### src/rtl/bin_to_bcd_seq.sv
// bin_to_bcd_seq: sequential double-dabble binary-to-BCD converter, one bit per clock
module bin_to_bcd_seq #(
  parameter int WIDTH  = 8,
  parameter int DIGITS = 3
) (
  input  logic                  clk,
  input  logic                  rst_n,
  input  logic                  start,
  input  logic [WIDTH-1:0]      bin_in,
  output logic                  busy,
  output logic                  done,
  output logic [4*DIGITS-1:0]   bcd_out,
  output logic                  overflow
);
  localparam int CW = (WIDTH > 1) ? $clog2(WIDTH) : 1;
  typedef enum logic {IDLE, SHIFT} state_t;
  state_t              state;
  logic [WIDTH-1:0]    bin_sr, bin_nx;
  logic [4*DIGITS-1:0] bcd_sr, bcd_nx, corr;
  logic [CW-1:0]       cnt;
  logic                ovf_acc, shout;
  always_comb begin
    corr = bcd_sr;
    for (int k = 0; k < DIGITS; k++)
      corr[4*k+:4] = (bcd_sr[4*k+:4] >= 4'd5) ? bcd_sr[4*k+:4] + 4'd3 : bcd_sr[4*k+:4];
    {shout, bcd_nx, bin_nx} = {corr, bin_sr, 1'b0};
  end
  always_ff @(posedge clk or negedge rst_n) begin
    if (!rst_n) begin
      state    <= IDLE;
      busy     <= 1'b0;
      done     <= 1'b0;
      bcd_out  <= '0;
      overflow <= 1'b0;
      bin_sr   <= '0;
      bcd_sr   <= '0;
      cnt      <= '0;
      ovf_acc  <= 1'b0;
    end else begin
      done <= 1'b0;
      if (state == IDLE) begin
        if (start) begin
          bin_sr  <= bin_in;
          bcd_sr  <= '0;
          cnt     <= '0;
          ovf_acc <= 1'b0;
          state   <= SHIFT;
          busy    <= 1'b1;
        end
      end else begin
        bin_sr  <= bin_nx;
        bcd_sr  <= bcd_nx;
        cnt     <= cnt + CW'(1);
        ovf_acc <= ovf_acc | shout;
        if (cnt == CW'(WIDTH-1)) begin
          bcd_out  <= bcd_nx;
          overflow <= ovf_acc | shout;
          done     <= 1'b1;
          state    <= IDLE;
          busy     <= 1'b0;
        end
      end
    end
  end
endmodule

### config.mk
export PLATFORM = sky130hd
export DESIGN_NAME = bin_to_bcd_seq
export DESIGN_NICKNAME = d
export VERILOG_FILES = /design/src/rtl/bin_to_bcd_seq.sv
export SDC_FILE = /design/constraint.sdc
export NUM_CORES = 1
export LEC_CHECK = 0
export CAP_MARGIN = 10
export CORE_ASPECT_RATIO = 0.7
export CORE_MARGIN = 1
export CORE_UTILIZATION = 30
export DETAILED_ROUTE_END_ITERATION = 12
export PLACE_DENSITY = 0.48
export SLEW_MARGIN = 20
export SYNTH_ARGS = -nofsm -noshare
export SYNTH_HDL_FRONTEND = slang
export SYNTH_SLANG_ARGS = --single-unit
export TNS_END_PERCENT = 1
### constraint.sdc
create_clock -name clk -period 2.3 [get_ports clk]
set_clock_uncertainty 0.05 [all_clocks]
set_input_delay 0.23 -clock clk [delete_from_list [all_inputs] [get_ports clk]]
set_output_delay 0.23 -clock clk [all_outputs]
set_load 0.05 [all_outputs]
==> results of run 1 <==
## sequential cells by signal, summed over array words and instances, names as in the netlist
signal	count
bcd_sr	12
done	1
cnt	3
state	1
bin_sr	8
bcd_out	12
busy	1
overflow	1
ovf_acc	1
## Yosys cell counts
cell type  number
a41oi_1         1
nor3b_1         3
a21oi_1         4
clkinv_1        1
or4_1           2
nor4_1          1
dfrtp_1        40
a32oi_1         1
o21ai_0        16
nor2b_1         6
mux2i_1         9
o2111ai_1       1
buf_2           8
nand3_1        13
buf_4           1
nand2b_1        5
o32a_1          1
or3_1           1
buf_6           1
nand4_1         3
nor2_1          8
a31oi_1         4
o311ai_0        2
a2bb2oi_1       1
o31ai_1         5
inv_1          12
nand2_1        30
a311o_1         2
o211ai_1        3
a21boi_0        2
a2111o_1        3
ha_1            8
nand2_2         1
a22o_1          2
a211oi_1        2
a211o_1         3
nor3_1          3
clkbuf_1        4
o22ai_1         4
## area by class of cell
cell class	count	area, µm²	area share (%)
Timing Repair Buffer	32	300	12.0
Clock buffer	8	90.1	3.59
Sequential cell	40	1000	39.9
Multi-Input combinational cell	150	957	38.1
Tap cell	91	114	4.53
Inverter	13	48.8	1.94
## path summary, 6_finish.rpt
check                            start     endpoint  slack, ns  depth (start not counted)
setup / recovery                cnt[0]   bcd_out[1]       0.48                          6
hold / removal                   rst_n  bcd_out[11]       0.36                          2
setup reg to reg                cnt[0]   bcd_out[1]       0.48                          6
hold reg to reg            bcd_out[11]  bcd_out[11]       0.43                          2
max in group asynchronous        rst_n       cnt[1]       1.18                          3
min in group clk           bcd_out[11]  bcd_out[11]       0.43                          2
## per-stage QoR
stage               hold WS [ns]  std cells
floorplan                 -0.116        217
global placement           0.159        325
detailed placement         0.155        325
CTS                        0.375        334
global route               0.420        334
finish                     0.363        334
## power by group
part	internal (µW)	switching [µW]	total (µW)
Combinational	764	1240	2000
Clock	245	239	484
Sequential	1020	316	1330
Total	2030	1790	3820
## metal layers
| metal | global-route usage, % | vias to the layer above |
|---|---|---|
| met3 | 4.00 | 5 |
| met2 | 18.5 | 45 |
| met4 | 4.19 | 0 |
| met5 | 0 | - |
| li1 | - | 836 |
| met1 | 22.7 | 772 |
## critical path: stages (launching register included)
cell and delay [ns]:
dfrtp_1 0.40, ha_1 0.21, ha_1 0.23, nand2_2 0.14, inv_1 0.24, a31oi_1 0.23, o311ai_0 0.16
## cell families (layout without fill, tap and decap cells)
logic type,Yosys count,after routing
compound gates,57,57
fa+ha+maj,8,8
simple gates,76,76
mux,9,9
flops,40,40
buf+inv,27,53
## timing repair
action                                 4_1_cts  5_1_grt
endpoints found under the hold margin       18        0
resized for setup                            0        0
hold buffers                                 1        0
buffers inserted                             0        0
==> impl_results.md, run 1 <==
* Vias after detailed routing at ~1,700
* Final Hold Fails at 0
* Commonest non-fill, non-tap cell in the layout: dfrtp_1
* Final period util at 79.0%
* First-pass GRT wire length at 8090 µm
* Fmax at 0.551 GHz
* Seq cells post-synth at 40
* Area Overhead vs Synth at 20.7%
* Arr. time, crit path at 1.91 ns
* Ratio of cells with drive above 1 in the final layout at 5.76%
* Post-Syn Area at 2080 µm²
* Status: finished clean
* Length of routed met2 wiring at 1860 µm
* Worst IR Drop VDD at 593 µV
* Xor/xnor share of the synthesized area at 0%
* Antenna fix cells at 0
* DRC viols at 0
* Yosys synthesis warning count at 0
* Overall routed net length at 4730 µm
* Hpwl dp at between 3000 and 4000 µm
* Min Clock Period, post-route at 1.82 ns
* Slew HR at approximately 66%
* Slew Viols, Final at 0
* DR pass1 iterations at 4
* Post-synthesis compound-gate area fraction at 19.2%
* Worst-path fanout max at 15
* Post-synth cell types at 39
* Core footprint at about 6500 µm²
* DP Worst Slack at 0.509 ns
* Final nets at approximately 260
* Crit. End Element: register
* Worst setup SP type: register
* Post-synthesis adder-cell area fraction at 4.81%
* Vias in the first global route at 1,567
* Final core occ at 38.9%
* Clk slew on worst S/H paths at 0.08 ns
* Seq/Total Area, Yosys at 48.1%
* Top cells by area, synth: dfrtp_1, nand2_1, ha_1
* Multiplexer share of the synthesized area at 4.33%
* Post-Synth Simple-Gate Area at 17.6%
* Syn_nets at 236
* Pin count of the biggest net entering global routing at 23
* Final Power at 3820 µW
* Clock sink total at 40
* DR WL/cell at around 14 µm
* Worst Tran Pin Value at 0.504 ns
* Num CTS Buffers at 5
* GR Overflow Total at 0
* Met3 WL at 218 µm
* RSZ-0062 raised after global routing: no
* Die outline height at 71.7 µm
* Placement Cell Area at 2410 µm²
* Initial Util at 32.2%
* Cell Pwr Density at 1520 nW/µm²
* Max Root-Sink Buffers at 2
* Global-route usage over all layers at 14.4%
* H-tree depth at 2
* # fillers at 654
* Latest clock arrival within the worst-skew pair at around 0.29 ns
* Hold crit path type: in -> async
* Post-route ant nets at 0
* Setup TNS at 0 ns
* Port buffer count at 25
* CTS tree: yes
* Die area at 7280 µm²
* Die width at a little over 100 µm
* Cell accounting for the most synthesized area: dfrtp_1
* CTS Root Cell: clkbuf_8
* Max-cap violation count at 0
* Synth top area share at 48.1%
* Final worst slack at 0.484 ns
* Most frequent cells in the layout: dfrtp_1, nand2_1, clkdlybuf4s50_1
* Final Cell Area at about 2500 µm²
* FP Rows at 24
* Drt initial violations at 127
* Kind of critical path: reg -> reg
* Io pins at 26
* Via-to-Cell Ratio at 4.96
* Synthesized area per cell at around 9.6 µm²
* Initial antenna violation count at 0
* Crit path required time at 2.39 ns
* Largest family of logic cells by synthesized area: compound AO/OA/AOI/OAI gates
* Leak Pwr at 0.00107 µW
* M1 WL at 2620 µm
* RD Place Congestion at between 0.7 and 0.8
* Topmost layer with routed signal wires: met4
* Cells after Synth at 217
* Setup violators final at 0
(Power assumes the default switching activity.)
==> run 2, diff against run 1 <==
clock period = 1.9 ns   (was 2.3 ns; I/O delays follow)
==> impl_results.md, run 2 (same netlist as run 1, synthesis figures left out) <==
* Status: finished clean (unchanged)
* Slowest cell delay on critical path at 0.40 ns (about the same)
* Final nets at 270 (was 261)
* Slew HR at 64.1% (was 66.3%)
* FP Rows at 24 (unchanged)
* Io pins at 26 (unchanged)
* Pin count of the biggest net entering global routing at 23 (unchanged)
* Final Hold Fails at 0 (unchanged)
* RD Place Congestion at 0.778 (was 0.785)
* Die area at 7280 µm² (unchanged)
* Via-to-Cell Ratio at 4.84 (was 4.96)
* Max-cap violation count at 0 (unchanged)
* Multi-input logic area at 965 µm² (was 957 µm²)
* Kind of critical path: reg -> reg (unchanged)
* Hpwl dp at 3340 µm (was 3310 µm)
* CTS Root Cell: clkbuf_8 (unchanged)
* Latest clock arrival within the worst-skew pair at 0.29 ns (about the same)
* Drt initial violations at 98 (was 127)
* Slowest CP cell: dfrtp_1 (unchanged)
* Commonest non-fill, non-tap cell in the layout: dfrtp_1 (unchanged)
* DRC viols at 0 (unchanged)
* Worst-path fanout max at 10 (was 15)
* DR WL/cell at 13.9 µm (was 14.2 µm)
* Fmax at 0.558 GHz (was 0.551 GHz)
* Top Usage Layer GRT: met1 (unchanged)
* Min Clock Period, post-route at 1.79 ns (was 1.82 ns)
* Clk slew on worst S/H paths at 0.08 ns (about the same)
* H-tree depth at 2 (unchanged)
* Crit path required time at 1.99 ns (was 2.39 ns)
* Arr. time, crit path at 1.88 ns (was 1.91 ns)
* Met1 GRT Util at 22.2% (was 22.7%)
* # fillers at 644 (was 654)
* Area Overhead vs Synth at 25.3% (was 20.7%)
* Global-route usage over all layers at 14.2% (was 14.4%)
* Num CTS Buffers at 5 (unchanged)
* Critical path's top delay family: adder cells (unchanged)
* Ratio of cells with drive above 1 in the final layout at 10.3% (was 5.76%)
* Vias after detailed routing at 1,659 (was 1,658)
* Max Root-Sink Buffers at 2 (unchanged)
* Most used cell along the critical path: ha_1 (unchanged)
* Initial Util at 32.2% (unchanged)
* Largest regs: bcd_out x12, bcd_sr x12, bin_sr x8 (unchanged)
* Pint at 2640 µW (was 2030 µW)
* Worst Path Buf+Inv at 1 (unchanged)
* Cells after DPL at 329 (was 325)
* Worst IR Drop VDD at 941 µV (was 593 µV)
* Cell Pwr Density at 1860 nW/µm² (was 1520 nW/µm²)
* Antenna fix cells at 0 (unchanged)
* Reg-to-reg critical path startpoint: cnt[0] (unchanged)
* RSZ-0062 raised after global routing: no (unchanged)
* Final period util at 94.4% (was 79.0%)
* Reg area at 1000 µm² (unchanged)
* Setup TNS at 0 ns (unchanged)
* Grt met2 use at 19.1% (was 18.5%)
* Clock share of power at 14.4% (was 12.7%)
* CTS tree: yes (unchanged)
* Worst Tran Pin Value at 0.538 ns (was 0.504 ns)
* Comb pwr share at 53.4% (was 52.4%)
* Non-filler cells, final at 343 (was 334)
* Grt met3 use at 4.00% (unchanged)
* Final Power at 4850 µW (was 3820 µW)
* Port buffer count at 25 (unchanged)
* Die outline height at 71.7 µm (unchanged)
* GR Overflow Total at 0 (unchanged)
* Flop pwr share at 32.2% (was 34.9%)
* First-pass GRT wire length at 7930 µm (was 8090 µm)
* NetSw at 2210 µW (was 1790 µW)
* Leak Pwr at 0.00112 µW (was 0.00107 µW)
* Crit path from: cnt[0] (unchanged)
* Hold crit path type: in -> async (unchanged)
* Clock sink total at 40 (unchanged)
* DR pass1 iterations at 4 (unchanged)
* Switching portion of total power at 45.7% (was 46.9%)
* Worst setup SP type: register (unchanged)
* Initial antenna violation count at 0 (unchanged)
* Most frequent cells in the layout: dfrtp_1, nand2_1, clkdlybuf4s50_1 (unchanged)
* Overall routed net length at 4760 µm (was 4730 µm)
* Post-route ant nets at 0 (unchanged)
* Die width at 102 µm (unchanged)
* Setup violators final at 0 (unchanged)
* Vias in the first global route at 1,571 (was 1,567)
* Slew Viols, Final at 0 (unchanged)
* Core footprint at 6460 µm² (unchanged)
* Crit. End Element: register (unchanged)
* CP Cell Sequence: ha_1 > ha_1 > nand2_4 > clkinvlp_4 > a31oi_1 > o311ai_0 (was ha_1 > ha_1 > nand2_2 > inv_1 > a31oi_1 > o311ai_0)
## run 2: cell type report
class | count | share of cell area (%)
Timing Repair Buffer | 41 | 14.1
Clock inverter | 2 | 1.34
Sequential cell | 40 | 38.4
Inverter | 13 | 2.02
Multi-Input combinational cell | 150 | 37.0
Clock buffer | 6 | 2.78
Tap cell | 91 | 4.37
## run 2: through the flow
step                      util, %  setup WS [ns]  hold slack, ns  area, µm²
final                        40.4          0.107           0.360       2610
after global routing         40.4         0.0188           0.401       2610
after CTS                    40.2         0.0593           0.380       2590
after detailed placement     37.8        0.00458           0.157       2440
after global placement       37.8         0.0936           0.159       2440
after floorplan                 -          0.390          -0.156       2080
## run 2: what timing repair did
| item | in CTS | in global routing |
|---|---|---|
| endpoints found under the hold margin | 20 | 0 |
| setup buffers | 4 | 1 |
| setup endpoints to repair | 1 | 7 |
| hold buffers | 1 | 0 |
| gates resized for setup | 1 | 2 |
## run 2: metal layers
metal	wire (µm)	part of all wire, %	vias up
met5	0	0	-
met3	174	3.7	2
li1	-	-	850
met1	2700	57	781
met4	10	0.21	0
met2	1880	39	26
## run 2: worst reg2reg max path, stage by stage, from the launching register on
cell and delay (ns):
dfrtp_1 0.40, ha_1 0.20, ha_1 0.27, nand2_4 0.17
clkinvlp_4 0.20, a31oi_1 0.20, o311ai_0 0.15
## run 2: final timing paths
kind | end | slack (ns) | cells after the start
worst max-delay path | bcd_out[1] | 0.11 | 6
worst min-delay path | bcd_out[4] | 0.36 | 2
worst max register to register | bcd_out[1] | 0.11 | 6
worst min register to register | bcd_out[3] | 0.43 | 2
max in group asynchronous | cnt[1] | 0.88 | 3
min in group clk | bcd_out[3] | 0.43 | 2
## run 2: power groups by stage
stage	registers [µW]	logic [µW]	clock network [µW]
global placement	1590	2530	0
detailed placement	1570	2520	0
CTS	1560	2570	717
floorplan	1930	1440	0
global route	1630	2860	752
finish	1560	2590	697
==> run 3, diff against run 2 <==
clock period = 1.8 ns   (was 1.9 ns; I/O delays follow)
==> impl_results.md, run 3 (same netlist as run 1, synthesis figures left out) <==
* Io pins at 26 (unchanged)
* RD Place Congestion at 0.769 (was 0.778)
* Critical path's top delay family: buffers and inverters (was adder cells)
* Max Root-Sink Buffers at 2 (unchanged)
* Ratio of cells with drive above 1 in the final layout at 12.5% (was 10.3%)
* Final Cell Area at 2650 µm² (was 2610 µm²)
* CTS Root Cell: clkbuf_8 (unchanged)
* Fmax at approximately 0.58 GHz
* Worst IR Drop VDD at 788 µV (was 941 µV)
* Largest regs: bcd_out x12, bcd_sr x12, bin_sr x8 (unchanged)
* Post-route ant nets at 0 (unchanged)
* Most frequent cells in the layout: dfrtp_1, nand2_1, clkdlybuf4s50_1 (unchanged)
* Num CTS Buffers at 5 (unchanged)
* Status: finished clean (unchanged)
* Hpwl dp at 3410 µm (was 3340 µm)
* Initial antenna violation count at 0 (unchanged)
* Hold crit path type: in -> async (unchanged)
* Setup violators final at 0 (unchanged)
* Worst Tran Pin Value at 0.496 ns (was 0.538 ns)
* Placement Cell Area at 2500 µm² (was 2440 µm²)
* Slew HR at 66.9% (was 64.1%)
* Vias after detailed routing at 1,709 (was 1,659)
* Worst-path fanout max at 2 (was 10)
* DR WL/cell at 13.6 µm (was 13.9 µm)
* Kind of critical path: reg -> out (was reg -> reg)
* Latest clock arrival within the worst-skew pair at 0.29 ns (about the same)
* FP Rows at 24 (unchanged)
* Commonest non-fill, non-tap cell in the layout: dfrtp_1 (unchanged)
* Initial Util at 32.2% (unchanged)
* Leak Pwr at 0.00114 µW (was 0.00112 µW)
* Crit path required time at 1.57 ns (was 1.99 ns)
* Pin count of the biggest net entering global routing at 23 (unchanged)
* Final period util at 95.5%
* DR pass1 iterations at 4 (unchanged)
* Worst setup SP type: register (unchanged)
* First-pass GRT wire length at 8110 µm (was 7930 µm)
* GR Overflow Total at 0 (unchanged)
* Overall routed net length at 4720 µm (was 4760 µm)
* Area Overhead vs Synth at 27.4% (was 25.3%)
* Via-to-Cell Ratio at 4.91 (was 4.84)
* DRC viols at 0 (unchanged)
* Final Hold Fails at 0 (unchanged)
* CP Cell Sequence: clkdlybuf4s50_1 (was ha_1 > ha_1 > nand2_4 > clkinvlp_4 > a31oi_1 > o311ai_0)
* RSZ-0062 raised after global routing: no (unchanged)
* Crit. End Element: primary output (was register)
* Arr. time, crit path at 1.49 ns (was 1.88 ns)
* Die width at 102 µm (unchanged)
* Setup TNS at 0 ns (unchanged)
* Antenna fix cells at 0 (unchanged)
* Vias in the first global route at 1,632 (was 1,571)
* Drt initial violations at 63 (was 98)
* Cell Pwr Density at 1950 nW/µm² (was 1860 nW/µm²)
* Min Clock Period, post-route at 1.72 ns
* Max-cap violation count at 0 (unchanged)
* Worst Path Buf+Inv at 1 (unchanged)
* Minimum hold slack at 0.326 ns (was 0.360 ns)
* Slew Viols, Final at 0 (unchanged)
* Clock sink total at 40 (unchanged)
* Slowest CP cell: clkdlybuf4s50_1 (was dfrtp_1)
* Die outline height at 71.7 µm (unchanged)
* CTS tree: yes (unchanged)
* Slowest cell delay on critical path at 0.81 ns (was 0.40 ns)
* Core footprint at 6460 µm² (unchanged)
* Final nets at 275 (was 270)
* Global-route usage over all layers at 14.4% (was 14.2%)
* Die area at 7280 µm² (unchanged)
* Port buffer count at 25 (unchanged)
* H-tree depth at 2 (unchanged)
* # fillers at 643 (was 644)
* Clk slew on worst S/H paths at 0.08 ns (about the same)
-- run 3: cell types whose count changed in the layout (fill, tap and decap cells not counted) --
cell,change
buf_4,+6
clkdlybuf4s50_1,-2
buf_12,+1
nor2b_1,+1
nor2b_2,-1
-- run 3: path summary, 6_finish.rpt --
kind,from,end,slack [ns],cells past startpoint
hold reg to reg,bcd_out[11],bcd_out[11],0.43,2
min in group clk,bcd_out[11],bcd_out[11],0.43,2
max in group asynchronous,rst_n,bcd_out[5],0.90,3
setup reg to reg,cnt[0],bcd_out[1],0.11,6
hold / removal,rst_n,bcd_out[11],0.33,2
setup / recovery,bcd_out[9],bcd_out[9],0.08,1
-- run 3: cell type report --
cell class,instances,area (µm²),share of cell area [%]
tap,91,114,4.30
sequential,40,1000,37.8
inverter,13,52.6,1.98
clock buffer,6,72.6,2.74
clock inverter,2,35.0,1.32
timing repair buffer,46,413,15.6
multi-input combinational,150,962,36.3
-- run 3: timing repair --
action | CTS | global route
endpoints found under the hold margin | 18 | 0
hold buffers | 1 | 0
resized for setup | 0 | 2
setup endpoints to repair | 0 | 4
buffers inserted | 0 | 3
-- run 3: report_power, final --
part / switching, µW / internal, µW / leakage (µW)
clock: 323 / 412 / 0.0000552
combinational: 1690 / 1120 / 0.000591
sequential: 324 / 1300 / 0.000499
-- run 3: layer usage --
metal  share of wire (%)  track usage (%)  vias to the layer above  wire length [µm]
li1                    -                -                      861                 -
met1                  55             22.1                      802              2600
met2                  40             20.0                       41              1870
met3                 4.7             3.51                        5               220
met4                0.72             3.86                        0                34
met5                   0                0                        -                 0
-- run 3: metrics by stage --
| step | setup slack (ns) | total power [µW] | util, % | cells |
|---|---|---|---|---|
| finish | 0.0816 | 5180 | 41.0 | 348 |
| detailed placement | 0.0388 | 4410 | 38.7 | 336 |
| CTS | 0.0165 | 5170 | 40.6 | 345 |
| global route | 0.0215 | 5610 | 41.0 | 348 |
| global placement | 0.112 | 4430 | 38.7 | 336 |
| floorplan | 0.290 | 3560 | - | 217 |
